**config.mk**
```make
export PLATFORM = sky130hd
export DESIGN_NAME = mem_access_unit_flat
export DESIGN_NICKNAME = d
export VERILOG_FILES = /design/src/rtl/mem_access_pkg.sv /design/src/rtl/mem_access_unit_if.sv /design/src/rtl/load_align.sv /design/src/rtl/mem_access_unit.sv /design/src/flat_wrapper.sv
export SDC_FILE = /design/constraint.sdc
export NUM_CORES = 1
export LEC_CHECK = 0
export CAP_MARGIN = 20
export CORE_AREA = 2 2 159 161
export DETAILED_ROUTE_END_ITERATION = 8
export DIE_AREA = 0 0 161 163
export GPL_TIMING_DRIVEN = 0
export PLACE_DENSITY = 0.95
export SYNTH_ARGS = -nofsm -noshare
export SYNTH_HDL_FRONTEND = slang
export SYNTH_SLANG_ARGS = --single-unit
```
**constraint.sdc**
```tcl
create_clock -name i_clk -period 6.5 [get_ports i_clk]
set_input_delay 1.3 -clock i_clk [delete_from_list [all_inputs] [get_ports i_clk]]
set_output_delay 1.3 -clock i_clk [all_outputs]
set_load 0.02 [all_outputs]
```
**src/rtl/mem_access_pkg.sv**
```systemverilog
// Shared types and helpers for the load/store memory access unit:
// FSM states, access-size encodings, fault cause codes and byte-enable masks.
package mem_access_pkg;

    typedef enum logic [1:0] {
        ST_IDLE,
        ST_REQ,
        ST_WAIT,
        ST_DONE
    } mem_state_e;

    localparam logic [1:0] SIZE_B = 2'd0;
    localparam logic [1:0] SIZE_H = 2'd1;
    localparam logic [1:0] SIZE_W = 2'd2;
    localparam logic [1:0] SIZE_D = 2'd3;

    localparam logic [3:0] CAUSE_LOAD_MISALIGN  = 4'd4;
    localparam logic [3:0] CAUSE_LOAD_ACCESS    = 4'd5;
    localparam logic [3:0] CAUSE_STORE_MISALIGN = 4'd6;
    localparam logic [3:0] CAUSE_STORE_ACCESS   = 4'd7;

    // Byte-lane mask of an access of the given size, before lane shifting.
    function automatic logic [7:0] size_mask(input logic [1:0] size);
        logic [7:0] mask;
        case (size)
            SIZE_B:  mask = 8'h01;
            SIZE_H:  mask = 8'h03;
            SIZE_W:  mask = 8'h0F;
            default: mask = 8'hFF;
        endcase
        return mask;
    endfunction

    // Low address bits that must be zero for a naturally aligned access.
    function automatic logic [2:0] align_mask(input logic [1:0] size);
        logic [2:0] mask;
        case (size)
            SIZE_B:  mask = 3'b000;
            SIZE_H:  mask = 3'b001;
            SIZE_W:  mask = 3'b011;
            default: mask = 3'b111;
        endcase
        return mask;
    endfunction

endpackage

```
**src/rtl/mem_access_unit_if.sv**
```systemverilog
// Request/response bus between the memory access unit (master) and the
// data memory (slave). Signal names are seen from the master side.
interface mem_access_unit_if #(
    parameter int DATA_WIDTH = 64,
    parameter int ADDR_WIDTH = 64
);
    logic                  o_req_valid;
    logic                  i_req_ready;
    logic [ADDR_WIDTH-1:0] o_req_addr;
    logic                  o_req_we;
    logic [7:0]            o_req_be;
    logic [DATA_WIDTH-1:0] o_req_wdata;
    logic                  i_rsp_valid;
    logic [DATA_WIDTH-1:0] i_rsp_rdata;
    logic                  i_rsp_err;

    modport master (
        output o_req_valid, o_req_addr, o_req_we, o_req_be, o_req_wdata,
        input  i_req_ready, i_rsp_valid, i_rsp_rdata, i_rsp_err
    );

    modport slave (
        input  o_req_valid, o_req_addr, o_req_we, o_req_be, o_req_wdata,
        output i_req_ready, i_rsp_valid, i_rsp_rdata, i_rsp_err
    );
endinterface

```
**src/rtl/load_align.sv**
```systemverilog
// Combinational load extraction: shifts the addressed lane down to bit 0,
// truncates to the access size and sign- or zero-extends (func3[2]=1 -> zero).
module load_align
    import mem_access_pkg::*;
#(
    parameter int DATA_WIDTH = 64
) (
    input  logic [DATA_WIDTH-1:0] i_rdata,
    input  logic [2:0]            i_offset,
    input  logic [2:0]            i_func3,
    output logic [DATA_WIDTH-1:0] o_data
);

    logic [DATA_WIDTH-1:0] shifted;
    logic                  sign_bit;

    always_comb begin
        shifted  = i_rdata >> {i_offset, 3'b000};
        sign_bit = 1'b0;
        o_data   = shifted;
        case (i_func3[1:0])
            SIZE_B: begin
                sign_bit = shifted[7] & ~i_func3[2];
                o_data   = {{(DATA_WIDTH-8){sign_bit}}, shifted[7:0]};
            end
            SIZE_H: begin
                sign_bit = shifted[15] & ~i_func3[2];
                o_data   = {{(DATA_WIDTH-16){sign_bit}}, shifted[15:0]};
            end
            SIZE_W: begin
                sign_bit = shifted[31] & ~i_func3[2];
                o_data   = {{(DATA_WIDTH-32){sign_bit}}, shifted[31:0]};
            end
            default: o_data = shifted;
        endcase
    end

endmodule

```
**src/rtl/mem_access_unit.sv**
```systemverilog
// Load/store unit: turns one memory instruction into a bus request, waits for
// the response (with timeout) and reports data or a fault for one cycle.
// Define MEM_ACCESS_MISALIGN_TRAP_EN to trap misaligned accesses instead of issuing them.
module mem_access_unit
    import mem_access_pkg::*;
#(
    parameter int DATA_WIDTH     = 64,
    parameter int ADDR_WIDTH     = 64,
    parameter int TIMEOUT_CYCLES = 255
) (
    input  logic                  i_clk,
    input  logic                  i_arstn,
    input  logic                  i_mem_access,
    input  logic                  i_mem_we,
    input  logic [2:0]            i_func3,
    input  logic [ADDR_WIDTH-1:0] i_addr,
    input  logic [DATA_WIDTH-1:0] i_write_data,
    output logic                  o_stall_mem,
    mem_access_unit_if.master     bus,
    output logic                  o_done,
    output logic [DATA_WIDTH-1:0] o_load_data,
    output logic                  o_fault,
    output logic [3:0]            o_cause
);

    localparam int              CNT_W    = $clog2(TIMEOUT_CYCLES + 1);
    localparam logic [CNT_W-1:0] CNT_LAST = CNT_W'(TIMEOUT_CYCLES - 1);

    mem_state_e            state_q, state_d;
    logic [CNT_W-1:0]      cnt_q, cnt_d;
    logic                  fault_q, fault_d;
    logic [3:0]            cause_q, cause_d;
    logic [DATA_WIDTH-1:0] rdata_q, rdata_d;
    logic [ADDR_WIDTH-1:0] addr_q;
    logic [2:0]            func3_q;
    logic                  we_q;
    logic [DATA_WIDTH-1:0] wdata_q;
    logic                  latch_en;
    logic                  req_valid;
    logic                  misaligned;
    logic [DATA_WIDTH-1:0] aligned_data;

`ifdef MEM_ACCESS_MISALIGN_TRAP_EN
    assign misaligned = (i_addr[2:0] & align_mask(i_func3[1:0])) != 3'b000;
`else
    assign misaligned = 1'b0;
`endif

    always_ff @(posedge i_clk or negedge i_arstn) begin
        if (!i_arstn) begin
            state_q <= ST_IDLE;
        end else begin
            state_q <= state_d;
        end
    end

    always_comb begin
        state_d     = state_q;
        cnt_d       = cnt_q;
        fault_d     = fault_q;
        cause_d     = cause_q;
        rdata_d     = rdata_q;
        latch_en    = 1'b0;
        o_stall_mem = 1'b0;
        req_valid   = 1'b0;
        o_done      = 1'b0;
        case (state_q)
            ST_IDLE: begin
                if (i_mem_access) begin
                    o_stall_mem = 1'b1;
                    latch_en    = 1'b1;
                    fault_d     = 1'b0;
                    cause_d     = 4'd0;
                    rdata_d     = '0;
                    if (misaligned) begin
                        fault_d = 1'b1;
                        cause_d = i_mem_we ? CAUSE_STORE_MISALIGN : CAUSE_LOAD_MISALIGN;
                        state_d = ST_DONE;
                    end else begin
                        state_d = ST_REQ;
                    end
                end
            end
            ST_REQ: begin
                o_stall_mem = 1'b1;
                req_valid   = 1'b1;
                if (bus.i_req_ready) begin
                    cnt_d   = '0;
                    state_d = ST_WAIT;
                end
            end
            ST_WAIT: begin
                o_stall_mem = 1'b1;
                if (bus.i_rsp_valid) begin
                    rdata_d = bus.i_rsp_rdata;
                    if (bus.i_rsp_err) begin
                        fault_d = 1'b1;
                        cause_d = we_q ? CAUSE_STORE_ACCESS : CAUSE_LOAD_ACCESS;
                    end
                    state_d = ST_DONE;
                end else if (cnt_q == CNT_LAST) begin
                    fault_d = 1'b1;
                    cause_d = we_q ? CAUSE_STORE_ACCESS : CAUSE_LOAD_ACCESS;
                    state_d = ST_DONE;
                end else begin
                    cnt_d = cnt_q + CNT_W'(1);
                end
            end
            ST_DONE: begin
                o_done  = 1'b1;
                state_d = ST_IDLE;
            end
            default: state_d = ST_IDLE;
        endcase
    end

    // Access payload is captured once in IDLE so the request stays stable while stalled.
    always_ff @(posedge i_clk or negedge i_arstn) begin
        if (!i_arstn) begin
            cnt_q   <= '0;
            fault_q <= 1'b0;
            cause_q <= 4'd0;
            rdata_q <= '0;
            addr_q  <= '0;
            func3_q <= 3'd0;
            we_q    <= 1'b0;
            wdata_q <= '0;
        end else begin
            cnt_q   <= cnt_d;
            fault_q <= fault_d;
            cause_q <= cause_d;
            rdata_q <= rdata_d;
            if (latch_en) begin
                addr_q  <= i_addr;
                func3_q <= i_func3;
                we_q    <= i_mem_we;
                wdata_q <= i_write_data;
            end
        end
    end

    // Byte enables are computed in 8 bits, so lanes past the doubleword fall off.
    assign bus.o_req_valid = req_valid;
    assign bus.o_req_addr  = {addr_q[ADDR_WIDTH-1:3], 3'b000};
    assign bus.o_req_we    = we_q;
    assign bus.o_req_be    = size_mask(func3_q[1:0]) << addr_q[2:0];
    assign bus.o_req_wdata = wdata_q << {addr_q[2:0], 3'b000};

    load_align #(
        .DATA_WIDTH(DATA_WIDTH)
    ) u_load_align (
        .i_rdata (rdata_q),
        .i_offset(addr_q[2:0]),
        .i_func3 (func3_q),
        .o_data  (aligned_data)
    );

    assign o_load_data = (state_q == ST_DONE && !fault_q && !we_q) ? aligned_data : '0;
    assign o_fault     = (state_q == ST_DONE) && fault_q;
    assign o_cause     = (state_q == ST_DONE) ? cause_q : 4'd0;

endmodule
```
**src/flat_wrapper.sv**
```systemverilog
// flat-port wrapper written by rule: the top's interface ports become plain ports
module mem_access_unit_flat import mem_access_pkg::*;
#(
    parameter int DATA_WIDTH     = 64,
    parameter int ADDR_WIDTH     = 64,
    parameter int TIMEOUT_CYCLES = 255
)
  (i_clk, i_arstn, i_mem_access, i_mem_we, i_func3, i_addr, i_write_data, o_stall_mem, o_done, o_load_data, o_fault, o_cause, bus_o_req_valid, bus_o_req_addr, bus_o_req_we, bus_o_req_be, bus_o_req_wdata, bus_i_req_ready, bus_i_rsp_valid, bus_i_rsp_rdata, bus_i_rsp_err);
  mem_access_unit_if #(.DATA_WIDTH(DATA_WIDTH), .ADDR_WIDTH(ADDR_WIDTH)) bus_i ();
  input  logic i_clk;
  input  logic i_arstn;
  input  logic i_mem_access;
  input  logic i_mem_we;
  input  logic [2:0] i_func3;
  input  logic [ADDR_WIDTH-1:0] i_addr;
  input  logic [DATA_WIDTH-1:0] i_write_data;
  output logic o_stall_mem;
  output logic o_done;
  output logic [DATA_WIDTH-1:0] o_load_data;
  output logic o_fault;
  output logic [3:0] o_cause;
  output wire logic [$bits(bus_i.o_req_valid)-1:0] bus_o_req_valid;
  output wire logic [$bits(bus_i.o_req_addr)-1:0] bus_o_req_addr;
  output wire logic [$bits(bus_i.o_req_we)-1:0] bus_o_req_we;
  output wire logic [$bits(bus_i.o_req_be)-1:0] bus_o_req_be;
  output wire logic [$bits(bus_i.o_req_wdata)-1:0] bus_o_req_wdata;
  input wire logic [$bits(bus_i.i_req_ready)-1:0] bus_i_req_ready;
  input wire logic [$bits(bus_i.i_rsp_valid)-1:0] bus_i_rsp_valid;
  input wire logic [$bits(bus_i.i_rsp_rdata)-1:0] bus_i_rsp_rdata;
  input wire logic [$bits(bus_i.i_rsp_err)-1:0] bus_i_rsp_err;
  assign bus_o_req_valid = bus_i.o_req_valid;
  assign bus_o_req_addr = bus_i.o_req_addr;
  assign bus_o_req_we = bus_i.o_req_we;
  assign bus_o_req_be = bus_i.o_req_be;
  assign bus_o_req_wdata = bus_i.o_req_wdata;
  assign bus_i.i_req_ready = bus_i_req_ready;
  assign bus_i.i_rsp_valid = bus_i_rsp_valid;
  assign bus_i.i_rsp_rdata = bus_i_rsp_rdata;
  assign bus_i.i_rsp_err = bus_i_rsp_err;
  mem_access_unit #(.DATA_WIDTH(DATA_WIDTH), .ADDR_WIDTH(ADDR_WIDTH), .TIMEOUT_CYCLES(TIMEOUT_CYCLES)) u_core (.i_clk(i_clk), .i_arstn(i_arstn), .i_mem_access(i_mem_access), .i_mem_we(i_mem_we), .i_func3(i_func3), .i_addr(i_addr), .i_write_data(i_write_data), .o_stall_mem(o_stall_mem), .bus(bus_i), .o_done(o_done), .o_load_data(o_load_data), .o_fault(o_fault), .o_cause(o_cause));
endmodule
```
==> flow_metrics.py, run 1 <==
metrics = {
    "status": {
        "status": "complete, no violations",
    },
    "synthesis": {
        "synth-compound-area-share_pct": 13.85,
        "syn-cell-area_um2": 12340,
        "synth_top_family_by_area": "multiplexers",
        "yosysWarningCount": 0,
        "yosys.area_share.adder_pct": 0.7099,
        "synth-xor-area-share_pct": 0.2840,
        "synth.top_cells.by_area": "dfrtp_1 (42%), mux2_2 (17%), mux2i_1 (7.4%)",
        "synth-seq-cells": 208,
        "syn_avg_cell_area_um2": 10.39,
        "synthArstFlopShare_pct": 100.0,
        "synth_top_area_share_pct": 42.19,
        "yosys.area_share.simple_pct": 9.523,
        "synth_common_cells": "dfrtp_1 (208), mux2_2 (184), nor2_1 (143), mux2i_1 (91), a21oi_1 (79)",
        "synth_edf_count": 0,
        "synthFlopType": "dfrtp_1",
        "netlist.top_cell.by_area": "dfrtp_1",
        "ys_seq_area_share_pct": 42.19,
        "yosysMostFrequentCell": "dfrtp_1",
        "synth_cells": 1187,
        "synth.area.mux_share_pct": 25.46,
        "synth_cell_type_count": 50,
    },
    "clock_network": {
        "htreeDepth": 1,
        "cts_tree": "built",
        "cts_resized": 0,
        "ctsLongestPathBuffers": 3,
        "cts_buffers": 24,
        "cts_hold_buf": 0,
        "cts.sinks": 208,
        "post_cts_buffers": 0,
        "clk_pin_slew_ns": 0.06,
        "clock-root-buffer": "clkbuf_16",
        "clock_latency_ns": 0.54,
    },
    "cells_and_area": {
        "final_nets": 1833,
        "area_growth_pct": 43.66,
        "drive_gt1_share_pct": 21.34,
        "final_area_um2": 17720,
        "multiInputGateArea_um2": 6162,
        "ff_latch_area_um2": 5205,
        "fillCellCount": 1723,
        "postLayoutCoreUtil_pct": 71.83,
    },
    "power": {
        "finalPower_mw": 10.69,
        "powerDensity_nw_per_um2": 603.1,
        "ir_worst_vdd_uv": 436.3,
        "pwr-share-clk_pct": 13.8,
        "internal_power_mw": 5.836,
        "p_leak_nw": 7.512,
        "p_sw_share_pct": 45.41,
        "p_switching_mw": 4.854,
        "seq_power_share_pct": 22.8,
        "combinationalPowerShare_pct": 63.5,
    },
    "global_route": {
        "grt_pass1_wl_um": 73320,
        "grt_pass1_vias": 12120,
        "grt_max_degree": 109,
        "antenna_found_initial": 5,
        "overflow": 0,
        "grt_util_all_layers_pct": 36.93,
    },
    "die": {
        "start_util_pct": 50.00,
        "coreArea_um2": 24670,
        "die_area_um2": 26240,
        "die_h_um": 163,
        "io_pins": 411,
        "die-width_um": 161,
        "fp-row-count": 58,
    },
    "timing": {
        "max_freq_mhz": 200.5,
        "period_minus_slack_ns": 4.988,
        "slew_violations": 0,
        "setup_viol": 0,
        "skew_ns": 0.01067,
        "finalSetupTns_ns": 0,
        "worstMarginPinSlew_ns": 0.9062,
        "post-route-period-util_pct": 76.73,
        "timing.hold.ws_ns": 0.4967,
        "rsz0062_at_grt": "false",
        "hold_viol": 0,
        "relSlewSlack_pct": 39.59,
    },
    "setup_path": {
        "crit_top_cell": "clkbuf_1",
        "crit_slowest_cell": "clkdlybuf4s50_1",
        "slowest_delay_ns": 0.80,
        "crit_path_end_kind": "output port",
        "critPathKind": "register to output port",
        "path_max_fanout": 10,
        "required_ns": 5.20,
        "startpoint_type": "register",
        "arrival_ns": 3.69,
        "worstPathCellList": "buf_2 > inv_1 > clkbuf_1 > clkbuf_1 > a21oi_1 > o21ai_0 > clkdlybuf4s50_1",
    },
    "placement": {
        "placed_cell_area_um2": 16860,
        "dpl.hpwl_um": 37540,
        "port-buffer-count": 406,
        "routabilityCongestion": 0.9881,
    },
    "detailed_routing": {
        "drt_pass1_iterations": 6,
        "via_per_inst": 5.927,
        "post-route-drc-count": 0,
        "wl_per_cell_um": 25.32,
        "drt_iter0_markers": 1184,
        "ant_nets": 0,
        "routed_wl_um": 50010,
        "vias": 11710,
    },
    "hold_path": {
        "min_path_type": "register to register",
    },
    "flow_run": {
        "drv_cap": 0,
    },
}
registers in the layout (all words and copies together) (netlist names):
register and flops:
u_core.addr_q 64, u_core.state_q 2, u_core.wdata_q 64, u_core.cause_q 2, u_core.cnt_q 8, u_core.func3_q 3, u_core.bus.o_req_we 1, u_core.rdata_q 64
critical path, delay by kind of cell (launching register included):
kind	cells	cell delay, ns
compound gates	2	0.53
buf+inv	5	2.17
flops	1	0.44
per-stage QoR:
stage	std cells	setup WS, ns
floorplan	1190	3.213
global placement	1926	-4.473
detailed placement	1928	2.203
CTS	1970	1.615
global route	1975	1.473
finish	1975	1.512
power groups by stage:
stage                     Clock [mW]  Combinational (mW)  Sequential [mW]
after floorplan                    0                4.10             2.17
final                           1.47                6.78             2.43
after global routing            1.52                7.11             2.46
after CTS                       1.48                6.69             2.39
after global placement             0                6.48             2.35
after detailed placement           0                6.62             2.39
kinds of logic after synthesis:
family | after synthesis
other | 1
DFF | 208
and+or+nand+nor | 270
adders and majority gates | 7
muxes | 282
buffers and inverters | 173
AOI/OAI and AO/OA | 242
xor gates and xnor gates | 4
placed cells by master (no fill, tap or decap), types with 32 or more instances in the layout:
cell	count
a21oi_1	79
a22o_1	65
buf_4	77
clkbuf_1	51
clkdlybuf4s50_1	405
dfrtp_1	208
mux2_2	184
mux2i_1	91
nand2_1	58
nor2_1	143
o21ai_0	32
metal layers:
layer  track usage [%]  part of all wire [%]  vias up
li1                  -                     -     5036
met1             42.61                    35     5639
met2             62.23                    48      824
met3             9.855                    10      207
met4             21.35                   6.7        0
met5                 0                     0        -
final timing paths:
kind	from	to	slack, ns	depth (start not counted)
worst min register to register	u_core.cause_q[1]	u_core.cause_q[1]	0.50	2
worst max register to register	u_core.state_q[1]	u_core.addr_q[60]	3.65	6
worst min-delay path	u_core.cause_q[1]	u_core.cause_q[1]	0.50	2
worst max-delay path	u_core.addr_q[1]	bus_o_req_wdata[38]	1.51	7
max in group asynchronous	i_arstn	u_core.cnt_q[4]	4.61	2
min in group asynchronous	i_arstn	u_core.addr_q[60]	0.82	1
layout make-up:
cell class                      count  area share [%]
Multi-Input combinational cell    809           34.77
Sequential cell                   208           29.37
Timing Repair Buffer              408           23.16
Buffer                            164           5.344
Clock buffer                       32           3.840
Tap cell                          330           2.330
Clock inverter                     10          0.9319
Inverter                            9          0.1906
Antenna cell                        5         0.07060
(Power assumes the default switching activity.)
==> run 2: changes to the inputs <==
CORE_AREA = default   (was 2 2 159 161)
CORE_UTILIZATION = 42   (was default)
DIE_AREA = default   (was 0 0 161 163)
PLACE_DENSITY = 0.88   (was 0.95)
clock period = 4.4 ns   (was 6.5 ns; I/O delays follow)
==> run 2 against run 1 <==
  * Design area rose by 0.61%
  * Largest power group unchanged
  * Count of clock-buffer cells in the layout increased by 3
  * Clock power up 48%
  * Cell count up 2.9%
  * Die area up 15%
  * Worst hold slack got worse by 0.11 ns
  * Setup slack lost 1.4 ns
  * Highest routed layer unchanged
  * Critical path depth decreased by 1
  * Combinational power rose by 46%
  * Global-route usage is 5.4 points lower
  * Via count is 2.2% lower
  * Sequential power up 46%
==> flow_metrics.py, run 2 (same netlist as run 1, synthesis figures left out) <==
metrics = {
    "status": {
        "status": "complete, no violations",
    },
    "detailed_routing": {
        "vias": 11450,
        "post-route-drc-count": 0,
        "routed_wl_um": 48220,
        "ant_nets": 0,
        "wl_per_cell_um": 23.72,
        "drt_pass1_iterations": 5,
        "via_per_inst": 5.634,
        "drt_iter0_markers": 1146,
    },
    "clock_network": {
        "ctsLongestPathBuffers": 3,
        "clock-root-buffer": "clkbuf_16",
        "clk_pin_slew_ns": 0.06,
        "cts.sinks": 208,
        "cts_tree": "built",
        "post_cts_buffers": 0,
        "clock_latency_ns": 0.55,
        "htreeDepth": 1,
        "cts_buffers": 25,
    },
    "setup_path": {
        "crit_path_end_kind": "output port",
        "crit_slowest_cell": "clkbuf_1",
        "rrSetupSlack_ns": 1.57,
        "path_max_fanout": 10,
        "cpLargestDelayFamily": "buffers and inverters",
        "startpoint_type": "register",
        "crit_top_cell": "buf_2",
        "rr_startpoint": "u_core.state_q[0]",
        "worstPathCellList": "buf_2 > buf_2 > buf_2 > clkbuf_1 > mux2i_1 > clkdlybuf4s50_1",
        "r2r-end": "u_core.wdata_q[4]",
        "critPathKind": "register to output port",
        "worst-path-buf-inv": 5,
        "arrival_ns": 3.45,
        "rr_worst_depth": 6,
        "required_ns": 3.52,
        "slowest_delay_ns": 0.67,
    },
    "global_route": {
        "grt_pass1_wl_um": 72140,
        "grt_max_degree": 107,
        "grt_util_all_layers_pct": 31.52,
        "overflow": 0,
        "antenna_found_initial": 8,
        "grt_pass1_vias": 11780,
    },
    "placement": {
        "routabilityCongestion": 1.007,
        "placedCellCount": 1982,
        "port-buffer-count": 406,
        "dpl.hpwl_um": 36600,
    },
    "die": {
        "die_h_um": 173.4,
        "die_area_um2": 30060,
        "io_pins": 411,
        "coreArea_um2": 28780,
        "fp-row-count": 62,
        "die-width_um": 173.4,
        "start_util_pct": 42.87,
    },
    "flow_run": {
        "drv_cap": 0,
    },
    "cells_and_area": {
        "layout_commonest_cell": "clkdlybuf4s50_1",
        "postLayoutCoreUtil_pct": 61.96,
        "layout_common_cells": "clkdlybuf4s50_1 (405), dfrtp_1 (208), mux2_2 (184), nor2_1 (143), mux2i_1 (89)",
        "area_growth_pct": 44.53,
        "final_nets": 1834,
        "instances_no_fill": 2033,
        "drive_gt1_share_pct": 21.97,
        "largestRegisters": "u_core.addr_q x64, u_core.rdata_q x64, u_core.wdata_q x64",
    },
    "timing": {
        "rsz0062_at_grt": "false",
        "relSlewSlack_pct": 42.34,
        "worstMarginPinSlew_ns": 0.8650,
        "period_minus_slack_ns": 4.329,
        "timing.hold.ws_ns": 0.3893,
        "hold_viol": 0,
        "skew_ns": 0.005778,
        "slew_violations": 0,
        "setup_viol": 0,
        "max_freq_mhz": 231.0,
        "finalSetupTns_ns": 0,
        "post-route-period-util_pct": 98.38,
    },
    "power": {
        "p_leak_nw": 7.531,
        "finalPower_mw": 15.66,
        "powerDensity_nw_per_um2": 878.2,
        "ir_worst_vdd_uv": 514.4,
    },
    "hold_path": {
        "min_path_type": "primary input to asynchronous set/reset pin",
    },
}
## run 2: cell count changes in the layout (fill, tap and decap cells not counted)
cell / delta
diode_2: +1
clkinv_2: -1
mux2i_2: +2
nor3b_1: -1
clkinv_8: -1
clkbuf_16: +1
bufinv_16: -1
clkbuf_1: -4
inv_16: +1
buf_1: -1
mux2i_1: -2
clkinvlp_4: +2
clkbuf_2: +7
nor3b_2: +1
## run 2: area by class of cell
class	instances	area [um2]
Multi-Input combinational cell	809	6175
Sequential cell	208	5205
Timing Repair Buffer	408	4104
Clock inverter	10	148.9
Inverter	9	33.78
Clock buffer	35	713.2
Fill cell	2334	10950
Antenna cell	6	15.01
Buffer	164	955.9
Tap cell	384	480.5
## run 2: what timing repair did
action,4_1_cts,5_1_grt
hold buffers,0,0
gates resized for setup,3,11
endpoints found under the setup margin,6,15
## run 2: worst reg2reg max path, cell delays in order, from the launching register on
cell and delay, ns:
dfrtp_1 0.39, inv_1 0.10, ha_1 0.25, nand2_1 0.27, clkbuf_1 0.68, clkbuf_1 0.60
mux2_2 0.42
## run 2: per-layer routing
metal  vias to the layer above  global-route usage [%]  routed length (um)
met4                         0                   13.68                2335
met1                      5599                   38.28               18150
li1                       5035                       -                   -
met5                         -                       0                   0
met2                       684                   52.46               23130
met3                       136                   8.553                4602
## run 2: worst max path at each step
| stage | to | cells after the start | startpoint | slack (ns) |
|---|---|---|---|---|
| detailed placement | bus_o_req_wdata[34] | 7 | u_core.addr_q[1] | 0.54 |
| global placement | u_core.addr_q[29] | 1 | i_arstn | -6.24 |
| CTS | bus_o_req_wdata[30] | 6 | u_core.addr_q[1] | 0.02 |
| global route | bus_o_req_wdata[58] | 6 | u_core.addr_q[2] | 0.006 |
| floorplan | o_load_data[44] | 7 | u_core.state_q[0] | 1.53 |
| finish | bus_o_req_wdata[58] | 6 | u_core.addr_q[2] | 0.07 |
## run 2: through the flow
step           setup WS (ns)  cell area (um2)
2_1_floorplan          1.533            12350
3_3_place_gp          -6.238            16890
3_5_place_dp          0.5446            16930
4_1_cts              0.01570            17800
5_1_grt             0.005741            17830
6_report             0.07113            17830
## run 2: where the power goes
part,total [mW],leakage (nW),switching (mW),internal [mW]
clock,2.18,0.418,0.873,1.31
sequential,3.54,2.56,0.773,2.77
combinational,9.93,4.55,5.39,4.54
total,15.7,7.53,7.03,8.63
==> run 3: changes to the inputs <==
HOLD_SLACK_MARGIN = 0.02   (was default)
==> results of run 3 <==
Same layout as run 2: the final DEF is identical, and so are final timing and power.
